<file path="src/rtl/des_pkg.sv">
// DES key-schedule constants: PC-1/PC-2 selection tables, per-round shifts and
// helpers shared by the sequential schedule and any unrolled variant.
package des_pkg;

    localparam int NUM_ROUNDS = 16;

    // Table entries use DES bit numbering: 1 is the MSB of the source word.
    localparam int PC1 [56] = '{
        57, 49, 41, 33, 25, 17,  9,  1, 58, 50, 42, 34, 26, 18,
        10,  2, 59, 51, 43, 35, 27, 19, 11,  3, 60, 52, 44, 36,
        63, 55, 47, 39, 31, 23, 15,  7, 62, 54, 46, 38, 30, 22,
        14,  6, 61, 53, 45, 37, 29, 21, 13,  5, 28, 20, 12,  4
    };

    localparam int PC2 [48] = '{
        14, 17, 11, 24,  1,  5,  3, 28, 15,  6, 21, 10,
        23, 19, 12,  4, 26,  8, 16,  7, 27, 20, 13,  2,
        41, 52, 31, 37, 47, 55, 30, 40, 51, 45, 33, 48,
        44, 49, 39, 56, 34, 53, 46, 42, 50, 36, 29, 32
    };

    localparam int SHIFT [16] = '{1, 1, 2, 2, 2, 2, 2, 2, 1, 2, 2, 2, 2, 2, 2, 1};

    typedef logic [0:0] ks_state_t;
    localparam ks_state_t ST_IDLE = 1'b0;
    localparam ks_state_t ST_GEN  = 1'b1;

    function automatic logic [55:0] pc1(input logic [63:0] key);
        logic [55:0] cd;
        cd = '0;
        for (int i = 0; i < 56; i++) begin
            cd[55 - i] = key[64 - PC1[i]];
        end
        return cd;
    endfunction

    function automatic logic odd_parity_ok(input logic [63:0] key);
        logic ok;
        ok = 1'b1;
        for (int b = 0; b < 8; b++) begin
            if (^key[8*b +: 8] == 1'b0) ok = 1'b0;
        end
        return ok;
    endfunction

    function automatic logic [27:0] rotl28(input logic [27:0] x, input int n);
        return (n == 2) ? {x[25:0], x[27:26]} : {x[26:0], x[27]};
    endfunction

    function automatic logic [27:0] rotr28(input logic [27:0] x, input int n);
        return (n == 2) ? {x[1:0], x[27:2]} : {x[0], x[27:1]};
    endfunction

endpackage

</file>
<file path="src/rtl/des_key_pc2.sv">
// PC-2 compression: selects 48 of the 56 C/D bits to form one round key.
module des_key_pc2
    import des_pkg::*;
(
    input  logic [55:0] cd,
    output logic [47:0] rk
);

    always_comb begin
        rk = '0;
        for (int i = 0; i < 48; i++) begin
            rk[47 - i] = cd[56 - PC2[i]];
        end
    end

endmodule

</file>
<file path="src/rtl/des_key_schedule.sv">
// Sequential DES round-key generator: one shared C/D register pair walks the
// schedule forwards (encrypt) or backwards (decrypt), one key per handshake.
//
// state   | meaning
// --------+-----------------------------------------------------------
// ST_IDLE | key_ready_o high, waiting for a key; flush_i blocks acceptance
// ST_GEN  | presenting round key rk_round_o, advancing on rk handshake
module des_key_schedule #(
    parameter bit PARITY_CHECK = 1'b0,
    parameter int NUM_ROUNDS   = 16
) (
    input  logic        clk,
    input  logic        rst_n,
    input  logic        key_valid_i,
    output logic        key_ready_o,
    input  logic [63:0] key_i,
    input  logic        decrypt_i,
    output logic        rk_valid_o,
    input  logic        rk_ready_i,
    output logic [47:0] rk_o,
    output logic [3:0]  rk_round_o,
    output logic        rk_last_o,
    output logic        key_err_o,
    input  logic        flush_i
);

    import des_pkg::*;

    if (NUM_ROUNDS != des_pkg::NUM_ROUNDS) begin : g_rounds_check
        $error("des_key_schedule: NUM_ROUNDS is fixed at 16 by DES");
    end

    localparam logic [3:0] LAST_ROUND = 4'(des_pkg::NUM_ROUNDS - 1);

    ks_state_t   state_q;
    logic [27:0] c_q, d_q;
    logic [3:0]  round_q;
    logic        decrypt_q;
    logic        key_err_q;

    logic [55:0] cd_load;
    logic        parity_ok;
    logic [3:0]  idx_enc, idx_dec;
    logic [27:0] c_next, d_next;
    logic [47:0] rk_pc2;

    assign cd_load   = pc1(key_i);
    assign parity_ok = odd_parity_ok(key_i);

    // Encrypt moves to K(round+2), decrypt to K(15-round); both shifts read 0-based.
    assign idx_enc = round_q + 4'd1;
    assign idx_dec = 4'd15 - round_q;
    assign c_next  = decrypt_q ? rotr28(c_q, SHIFT[idx_dec]) : rotl28(c_q, SHIFT[idx_enc]);
    assign d_next  = decrypt_q ? rotr28(d_q, SHIFT[idx_dec]) : rotl28(d_q, SHIFT[idx_enc]);

    // Drivers: flush_i has priority even in IDLE, so a key offered together
    // with flush_i is dropped although key_ready_o reads high that cycle.
    always_ff @(posedge clk or negedge rst_n) begin
        if (!rst_n) begin
            state_q   <= ST_IDLE;
            c_q       <= '0;
            d_q       <= '0;
            round_q   <= '0;
            decrypt_q <= 1'b0;
            key_err_q <= 1'b0;
        end else begin
            key_err_q <= 1'b0;
            if (flush_i) begin
                state_q <= ST_IDLE;
                c_q     <= '0;
                d_q     <= '0;
                round_q <= '0;
            end else begin
                case (state_q)
                    ST_IDLE: begin
                        if (key_valid_i) begin
                            if (PARITY_CHECK && !parity_ok) begin
                                key_err_q <= 1'b1;
                            end else begin
                                // Decrypt starts from C0/D0: the full rotation equals identity, giving K16.
                                decrypt_q <= decrypt_i;
                                c_q       <= decrypt_i ? cd_load[55:28] : rotl28(cd_load[55:28], 1);
                                d_q       <= decrypt_i ? cd_load[27:0]  : rotl28(cd_load[27:0], 1);
                                round_q   <= '0;
                                state_q   <= ST_GEN;
                            end
                        end
                    end
                    ST_GEN: begin
                        if (rk_ready_i) begin
                            if (round_q == LAST_ROUND) begin
                                state_q <= ST_IDLE;
                                c_q     <= '0;
                                d_q     <= '0;
                                round_q <= '0;
                            end else begin
                                round_q <= round_q + 4'd1;
                                c_q     <= c_next;
                                d_q     <= d_next;
                            end
                        end
                    end
                    default: state_q <= ST_IDLE;
                endcase
            end
        end
    end

    des_key_pc2 u_pc2 (
        .cd ({c_q, d_q}),
        .rk (rk_pc2)
    );

    assign key_ready_o = (state_q == ST_IDLE);
    assign rk_valid_o  = (state_q == ST_GEN);
    assign rk_o        = rk_valid_o ? rk_pc2 : '0;
    assign rk_round_o  = round_q;
    assign rk_last_o   = rk_valid_o && (round_q == LAST_ROUND);
    assign key_err_o   = key_err_q;

endmodule

</file>
<file path="config.mk">
export PLATFORM = sky130hd
export DESIGN_NAME = des_key_schedule
export DESIGN_NICKNAME = d
export VERILOG_FILES = /design/src/rtl/des_pkg.sv /design/src/rtl/des_key_pc2.sv /design/src/rtl/des_key_schedule.sv
export SDC_FILE = /design/constraint.sdc
export NUM_CORES = 1
export LEC_CHECK = 0
export CAP_MARGIN = 10
export CORE_UTILIZATION = 45
export DETAILED_ROUTE_END_ITERATION = 7
export GPL_ROUTABILITY_DRIVEN = 0
export PLACE_DENSITY = 0.83
export SLEW_MARGIN = 20
export SYNTH_ARGS = -nofsm -noshare
export SYNTH_HDL_FRONTEND = slang
export SYNTH_SLANG_ARGS = --single-unit
</file>
<file path="constraint.sdc">
create_clock -name clk -period 5.8 [get_ports clk]
set_input_delay 1.16 -clock clk [delete_from_list [all_inputs] [get_ports clk]]
set_output_delay 1.16 -clock clk [all_outputs]
set_load 0.02 [all_outputs]
</file>
=== Word level (Yosys, flattened, before mapping) ===
Memory sizes are Yosys's and may differ from the RTL's.
Cells that the tools add are included.
Widths: inputs -> output; s select.

* ROM bits: 1024
* Latch bits: 0
* Input port bits: 70
* Logic and storage cells: 56
* Memories kept: 2
* Register bits: 62
* Bits in writable memories: 0

{| class="wikitable"
|+ Memories
! memory !! depth !! bits a word !! read ports !! clocked after memory_dff !! wr ports !! line !! text
|-
| (no name shown) || 16 || 32 || 1 || 0 || 0 || des_key_schedule.sv:54 || <nowiki>assign d_next = decrypt_q ? rotr28(d_q, SHIFT[idx_dec]) : rotl28(d_q, SHIFT[idx_enc]);</nowiki>
|-
| (no name shown) || 16 || 32 || 1 || 0 || 0 || des_key_schedule.sv:54 ||
|}

* Reduce and logical (&&, ||, !) cells: 3
* Div/mod/pow operators: 0
* Shifts and indexed selects: 0
* $add $sub $neg: 2
* Order comparisons: 2
* Equal/unequal tests: 5
* Multiply operators: 0
* Bitwise logic cells: 4
* Mux-type cells: 33

{| class="wikitable"
|+ Operator list
! kind !! count
|-
| $mux 28 || 16
|-
| $mux 32 || 4
|-
| $pmux 28 s2 || 2
|-
| $eq 32x3->1 const B || 2
|-
| $mux 48 || 1
|-
| $mux 4 || 4
|-
| $ge 5x5->1 const B || 2
|-
| $not 4->5 || 2
|-
| $pmux 4 s2 || 1
|-
| $add 4x1->4 const B || 1
|-
| $eq 4x4->1 const B || 1
|-
| $mux 1 || 4
|-
| $sub 4x4->4 const A || 1
|-
| $ne 3x2->1 const B || 1
|-
| $ne 3x3->1 const B || 1
|-
| $reduce_and 3->1 || 1
|-
| $not 1->1 || 2
|-
| $pmux 1 s2 || 1
|-
| $reduce_and 2->1 || 1
|-
| $logic_and 1x1->1 || 1
|}

=== Logic depth before layout (Yosys ltp) ===
Gate-level depths: netlist of run 1.

* Word-level depth: 12
* Depth in mapped cells: 9
* Depth with buffers taken out: 7

=== Cells and area by module ===
A second synthesis of run 1 with hierarchy kept.

* Cells, all modules: 793
* Area, all modules: 6640.1 um^2

{| class="wikitable"
|+ Modules (own cells, without submodules)
! module !! cells an instance !! seq. area each (um^2) !! times used !! area an instance (um^2)
|-
| des_key_schedule || 745 || 1551.5 || 1 || 6279.8
|-
| des_key_pc2 || 48 || 0.0 || 1 || 360.3
|}

=== Least setup slack after synthesis of run 1 ===
OpenSTA, ideal clock, no wires.

* Path type: reg2out
* Start point: reg round_q[1] (netlist: rk_round_o[1])
* End point: out rk_last_o
* Path slack: 3.291 ns
* Path buffers: 0
* Cell stages (with the launch flop): 4
* Arrival: 1.349 ns
* Cells stage by stage: dfrtp_1 -> ha_1 -> and3_1 -> and2_1

* Word-level cells in the longest chain between the ends: 2

{| class="wikitable"
|+ Ends and longest elaborated chain
! element !! line !! text
|-
| start, declared || des_key_schedule.sv:37 || <nowiki>logic [3:0] round_q;</nowiki>
|-
| start signal, assigned || des_key_schedule.sv:97 || <nowiki>round_q <= round_q + 4'd1;</nowiki>
|-
| $eq 4x4->1 || des_key_schedule.sv:118 || <nowiki>assign rk_last_o = rk_valid_o && (round_q == LAST_ROUND);</nowiki>
|-
| $logic_and 1x1->1 || des_key_schedule.sv:118 ||
|-
| end, declared || des_key_schedule.sv:22 || <nowiki>output logic rk_last_o,</nowiki>
|}

Every way passes these cells.

=== Worst setup path in the final report of run 1 ===
* Start point: reg state_q (netlist: rk_valid_o)
* End point: out rk_o[18]

* Word-level cells in the longest chain between the ends: 1

{| class="wikitable"
|+ Ends and longest elaborated chain
! element !! line !! text
|-
| start, declared || des_key_schedule.sv:35 || <nowiki>ks_state_t state_q;</nowiki>
|-
| start signal, assigned || des_key_schedule.sv:60 || <nowiki>state_q <= ST_IDLE;</nowiki>
|-
| start signal, assigned || des_key_schedule.sv:69 || <nowiki>state_q <= ST_IDLE;</nowiki>
|-
| start signal, assigned || des_key_schedule.sv:85 || <nowiki>state_q <= ST_GEN;</nowiki>
|-
| $mux 48 || des_key_schedule.sv:116 || <nowiki>assign rk_o = rk_valid_o ? rk_pc2 : '0;</nowiki>
|-
| end, declared || des_key_schedule.sv:20 || <nowiki>output logic [47:0] rk_o,</nowiki>
|}

Every way passes these cells.

==> flow_metrics.py, run 1 <==
metrics = {
    "run_status": {
        "status": "complete, no violations",
    },
    "setup_path": {
        "cp-end-kind": "output port",
        "worst-path-max-fanout": 37,
        "regToRegStartpoint": "rk_round_o[0]$_DFFE_PN0P_",
        "r2r_end": "d_q[26]$_DFFE_PN0P_",
        "reg2reg_slack_ns": 2.99,
        "reg2reg_depth": 7,
        "crit_start": "rk_valid_o$_DFF_PN0_",
        "cp_data_required_time_ns": 4.64,
        "crit_arrival_ns": 2.32,
        "path_class": "reg2out",
        "setup.worst_path.end": "rk_o[18]",
        "start_kind": "flop",
    },
    "synth": {
        "syn-num-nets": 756,
        "synthFlopType": "dfrtp_1",
        "netlist.area_leader.share": 0.270,
        "synth.area.top_cells": "dfrtp_1, mux2i_1, a2bb2oi_1",
        "yosysWarnings": 0,
        "synthCells": 680,
        "syn-cell-area_um2": 5740,
        "yosysTopAreaCell": "dfrtp_1",
        "ys_types": 37,
        "ys_seq_area_frac": 0.270,
        "syn_area_per_cell_um2": 8.44,
        "postSynthRegisterBits": 62,
        "synth_commonest_cells": "nand2_1, mux2i_1, dfrtp_1",
        "synthArstFlopShare": 1.00,
        "synth.most_common_cell": "nand2_1",
        "synth_edf_count": 0,
    },
    "floorplanning": {
        "floorplan.initialDensity": 0.470,
        "row_count": 40,
        "fp.dieW_um": 115,
        "die_area_um2": 13200,
        "die_h_um": 115,
        "core_um2": 12200,
        "ios": 126,
    },
    "grt": {
        "grt_start_max_net_pins": 63,
        "track_usage": 0.256,
        "grt_first_pass_wirelength_um": 27300,
        "antenna_found_initial": 0,
        "overflow": 0,
        "grt_pass1_vias": 5314,
    },
    "run": {
        "maxCapViolations": 0,
    },
    "sta": {
        "setup_viol": 0,
        "slew_violations": 0,
        "hold_viol": 0,
        "slew_headroom": 0.268,
        "clock_skew_ns": 0.00495,
        "worstMarginPinSlew_ns": 1.10,
        "finalCritPeriodShare": 0.600,
        "fin_crit_ns": 3.48,
        "rsz0062_at_grt": "no",
        "tns_ns": 0,
        "fin_ws_ns": 2.32,
        "fmax_mhz": 287,
    },
    "routing": {
        "drtIter0Drc": 616,
        "viasPerCell": 6.30,
        "wirelength_um": 16700,
        "post_drt_wl_per_cell_um": 18.3,
        "dr.pass1.iters": 5,
        "vias": 5758,
        "ant_nets": 0,
        "remaining_drc_errors": 0,
    },
    "clocking": {
        "ctsResizeCount": 0,
        "cts_hold_buffers": 0,
        "h-tree-depth": 3,
        "clk_pin_slew_ns": 0.05,
        "clk_latency_ns": 0.33,
        "cts_made_buffers": 9,
        "cts.path.max_buffers": 2,
        "post-cts-setup-buffer-count": 0,
        "clkSinkCount": 62,
        "cts_tree": "built",
        "cts-root-buf": "clkbuf_16",
    },
    "pwr": {
        "ir_drop_mv": 0.181,
        "power_density_nw_per_um2": 212,
        "p_leak_nw": 2.72,
    },
    "place": {
        "numPortBuffers": 116,
        "dp_hpwl_um": 10100,
        "pre_cts_slack_ns": 2.18,
    },
    "worst_hold_path": {
        "min_path_type": "reg2reg",
        "worstHoldStart": "rk_round_o[0]$_DFFE_PN0P_",
    },
    "final_layout": {
        "drive_gt1_frac": 0.0442,
        "area_delta_synth_final_pct": 24.1,
        "nets": 818,
        "antenna_cells": 0,
    },
}
## area by class of cell
cell class	instances	area, µm²
Fill cell	1100	5090
Multi-Input combinational cell	542	3840
Sequential cell	62	1550
Timing Repair Buffer	122	1210
Clock buffer	11	243
Tap cell	168	210
Clock inverter	4	47.5
Inverter	5	18.8
## critical path: stages, from the launching register on
cell and delay (ns):
dfrtp_1 0.73, buf_4 0.42, and2_1 0.22, clkdlybuf4s50_1 0.61
## cells by family after synthesis
family / count (synthesis) / share of synthesized area
compound gates: 236 / 0.296
xor+xnor: 2 / 0.00305
fa+ha+maj: 6 / 0.0131
buf+inv: 76 / 0.0698
flops: 62 / 0.270
mux: 113 / 0.197
other cells: 1 / 0.000653
simple gates: 184 / 0.149
## power by group
group	switching, mW	total [mW]	internal, mW
combinational	0.202	0.398	0.196
clock	0.193	0.533	0.340
sequential	0.105	0.578	0.474
## flip-flops by register name, indices dropped and copies added (netlist names)
signal	cells
rk_round_o	4
decrypt_q	1
c_q	28
d_q	28
rk_valid_o	1
## layer usage
layer / vias to the layer above / global-route usage / part of all wire
met3: 25 / 0.0380 / 0.074
met4: 0 / 0.0684 / 0.015
met2: 290 / 0.405 / 0.47
met1: 2777 / 0.366 / 0.44
met5: - / 0 / 0
li1: 2666 / - / -
## placed cells by master, fill, tap and decap left out, types with 2 or more instances in the layout
| cell | instances |
|---|---|
| a21oi_1 | 58 |
| a2bb2oi_1 | 56 |
| a31oi_1 | 56 |
| and2_1 | 49 |
| and3_1 | 2 |
| buf_4 | 6 |
| clkbuf_16 | 9 |
| clkdlybuf4s50_1 | 114 |
| clkinv_2 | 2 |
| dfrtp_1 | 61 |
| ha_1 | 6 |
| inv_1 | 5 |
| mux2i_1 | 112 |
| nand2_1 | 116 |
| nand3_1 | 2 |
| nor2_1 | 2 |
| nor2_4 | 2 |
| nor3_1 | 3 |
| nor4b_1 | 2 |
| o21ai_1 | 2 |
| o2bb2ai_1 | 56 |
| or3_4 | 2 |
## how the worst min path moves through the flow
stage                                      endpoint  slack, ns  cells after the start
after floorplan                 c_q[11]$_DFFE_PN0P_       0.61                      2
after global placement    rk_round_o[0]$_DFFE_PN0P_       0.65                      1
after detailed placement  rk_round_o[0]$_DFFE_PN0P_       0.66                      1
after CTS                 rk_round_o[0]$_DFFE_PN0P_       0.67                      1
after global routing             c_q[5]$_DFFE_PN0P_       0.72                      2
final                     rk_round_o[0]$_DFFE_PN0P_       0.67                      1
## metrics by stage
stage	util	total power [mW]	cell area (µm²)	hold WS, ns	instances
5_1_grt	0.583	1.58	7120	0.716	914
3_5_place_dp	0.558	0.976	6820	0.661	899
6_report	0.583	1.51	7120	0.672	914
3_3_place_gp	0.557	0.959	6800	0.647	898
4_1_cts	0.582	1.51	7110	0.671	914
2_1_floorplan	-	0.818	5740	0.612	680
Power figures use the tool's default switching activity.
==> run 2, diff against run 1 <==
- clock period: 5.8 -> 3.3 ns (I/O delays scaled with it)
==> run 2 against run 1 <==
Compared with the run above:
- sequential share of layout area is 0.28 points lower
- final area is 1.3% higher
- die area stayed put
- largest cell class unchanged
- cell count is 0.98% higher
- critical path depth is 1 higher
- via count is 0.90% higher
- combinational power is 90% higher
- worst setup slack worse by 1.9 ns
- first-iteration DRC count is 0.49% higher
- flip-flop and latch count stayed put
==> flow_metrics.py, run 2 (synthesized netlist as in run 1, its figures left out) <==
metrics = {
    "run_status": {
        "status": "complete, no violations",
    },
    "sta": {
        "setup_viol": 0,
        "fin_ws_ns": 0.422,
        "fin_crit_ns": 2.88,
        "worstMarginPinSlew_ns": 0.993,
        "hold_viol": 0,
        "clock_skew_ns": 0.00987,
        "finalCritPeriodShare": 0.872,
        "hold_slack_ns": 0.493,
        "fmax_mhz": 347,
        "rsz0062_at_grt": "no",
        "tns_ns": 0,
        "slew_violations": 0,
        "slew_headroom": 0.338,
    },
    "clocking": {
        "cts_made_buffers": 9,
        "cts.path.max_buffers": 2,
        "ctsResizeCount": 0,
        "clkSinkCount": 62,
        "post-cts-setup-buffer-count": 0,
        "h-tree-depth": 3,
        "cts_tree": "built",
        "cts_hold_buffers": 0,
        "cts-root-buf": "clkbuf_16",
        "clk_latency_ns": 0.33,
        "clk_pin_slew_ns": 0.06,
    },
    "place": {
        "numPortBuffers": 116,
        "dp_hpwl_um": 10200,
        "pre_cts_slack_ns": 0.672,
        "dpl.cell_count": 907,
    },
    "setup_path": {
        "path_class": "reg2out",
        "r2r_end": "c_q[23]$_DFFE_PN0P_",
        "reg2reg_slack_ns": 0.66,
        "cp_slowest_stage_delay_ns": 0.59,
        "cp_slowest_cell": "clkdlybuf4s50_1",
        "crit_chain": "ha_1, and3_1, and2_1, clkdlybuf4s50_1",
        "start_kind": "flop",
        "regToRegStartpoint": "rk_round_o[0]$_DFFE_PN0P_",
        "cp_top_family": "buffers and inverters",
        "worst-path-max-fanout": 11,
        "cp_data_required_time_ns": 2.64,
        "cp-end-kind": "output port",
        "reg2reg_depth": 8,
        "path_buf_inv": 1,
        "crit_arrival_ns": 2.22,
    },
    "floorplanning": {
        "floorplan.initialDensity": 0.470,
        "fp.dieW_um": 115,
        "core_um2": 12200,
        "die_area_um2": 13200,
        "die_h_um": 115,
        "ios": 126,
        "row_count": 40,
    },
    "final_layout": {
        "seq_area_um2": 1550,
        "fill_cells": 1093,
        "nets": 826,
        "multi_input_area_um2": 3830,
        "drive_gt1_frac": 0.0570,
        "final_common_cell": "nand2_1",
        "antenna_cells": 0,
        "area_delta_synth_final_pct": 25.7,
        "final_cell_mix": "nand2_1, clkdlybuf4s50_1, mux2i_1, dfrtp_1, a21oi_1",
        "fin_cells": 923,
    },
    "grt": {
        "antenna_found_initial": 0,
        "grt_start_max_net_pins": 59,
        "grt_pass1_vias": 5450,
        "grt_first_pass_wirelength_um": 27300,
        "overflow": 0,
        "track_usage": 0.255,
    },
    "routing": {
        "dr.pass1.iters": 6,
        "vias": 5810,
        "post_drt_wl_per_cell_um": 17.9,
        "drtIter0Drc": 619,
        "wirelength_um": 16500,
        "ant_nets": 0,
        "remaining_drc_errors": 0,
        "viasPerCell": 6.29,
    },
    "pwr": {
        "power_density_nw_per_um2": 372,
        "p_leak_nw": 2.77,
        "power_mw": 2.68,
        "ir_drop_mv": 0.337,
    },
    "run": {
        "maxCapViolations": 0,
    },
    "worst_hold_path": {
        "min_path_type": "in2async",
    },
}
==> run 2: changes by cell type in the layout (fill, tap and decap cells not counted) <==
| cell | delta |
|---|---|
| clkbuf_1 | -1 |
| buf_12 | +3 |
| or3_2 | +2 |
| or3_4 | -2 |
| clkbuf_8 | -1 |
| buf_4 | +5 |
| o31a_2 | +1 |
| o31a_4 | -1 |
| clkinv_4 | +2 |
| inv_6 | +1 |
==> run 2: how the worst max path moves through the flow <==
stage	start	cells after the start	end	slack, ns
6_report	rk_round_o[1]$_DFFE_PN0P_	4	rk_last_o	0.42
5_1_grt	rk_round_o[1]$_DFFE_PN0P_	4	rk_last_o	0.28
4_1_cts	rk_round_o[1]$_DFFE_PN0P_	4	rk_last_o	0.42
3_5_place_dp	rk_ready_i	6	c_q[9]$_DFFE_PN0P_	0.67
3_3_place_gp	flush_i	5	c_q[1]$_DFFE_PN0P_	0.71
2_1_floorplan	rk_round_o[1]$_DFFE_PN0P_	8	c_q[0]$_DFFE_PN0P_	1.15
==> run 2: where the power goes <==
group	total [mW]	switching [mW]	internal (mW)
clock	0.955	0.369	0.587
sequential	0.970	0.137	0.833
combinational	0.758	0.404	0.354
total	2.68	0.910	1.77
==> run 2: area by class of cell <==
cell class | count | area share
multi-input cells | 542 | 0.530
flip-flops and latches | 62 | 0.215
repair buffers | 130 | 0.181
clock buffers | 9 | 0.0312
well taps | 168 | 0.0291
clock inverters | 7 | 0.0102
inverters | 5 | 0.00260
==> run 2: metal layers <==
| layer | track usage | up-vias | routed length [µm] |
|---|---|---|---|
| met2 | 0.399 | 305 | 7740 |
| met5 | 0 | - | 0 |
| met1 | 0.363 | 2792 | 7110 |
| met3 | 0.0264 | 35 | 1280 |
| met4 | 0.0970 | 0 | 364 |
| li1 | - | 2678 | - |
==> run 2: metrics by stage <==
step / area, µm² / util
2_1_floorplan: 5740 / -
3_3_place_gp: 6920 / 0.566
3_5_place_dp: 6920 / 0.566
4_1_cts: 7220 / 0.591
5_1_grt: 7220 / 0.591
6_report: 7220 / 0.591
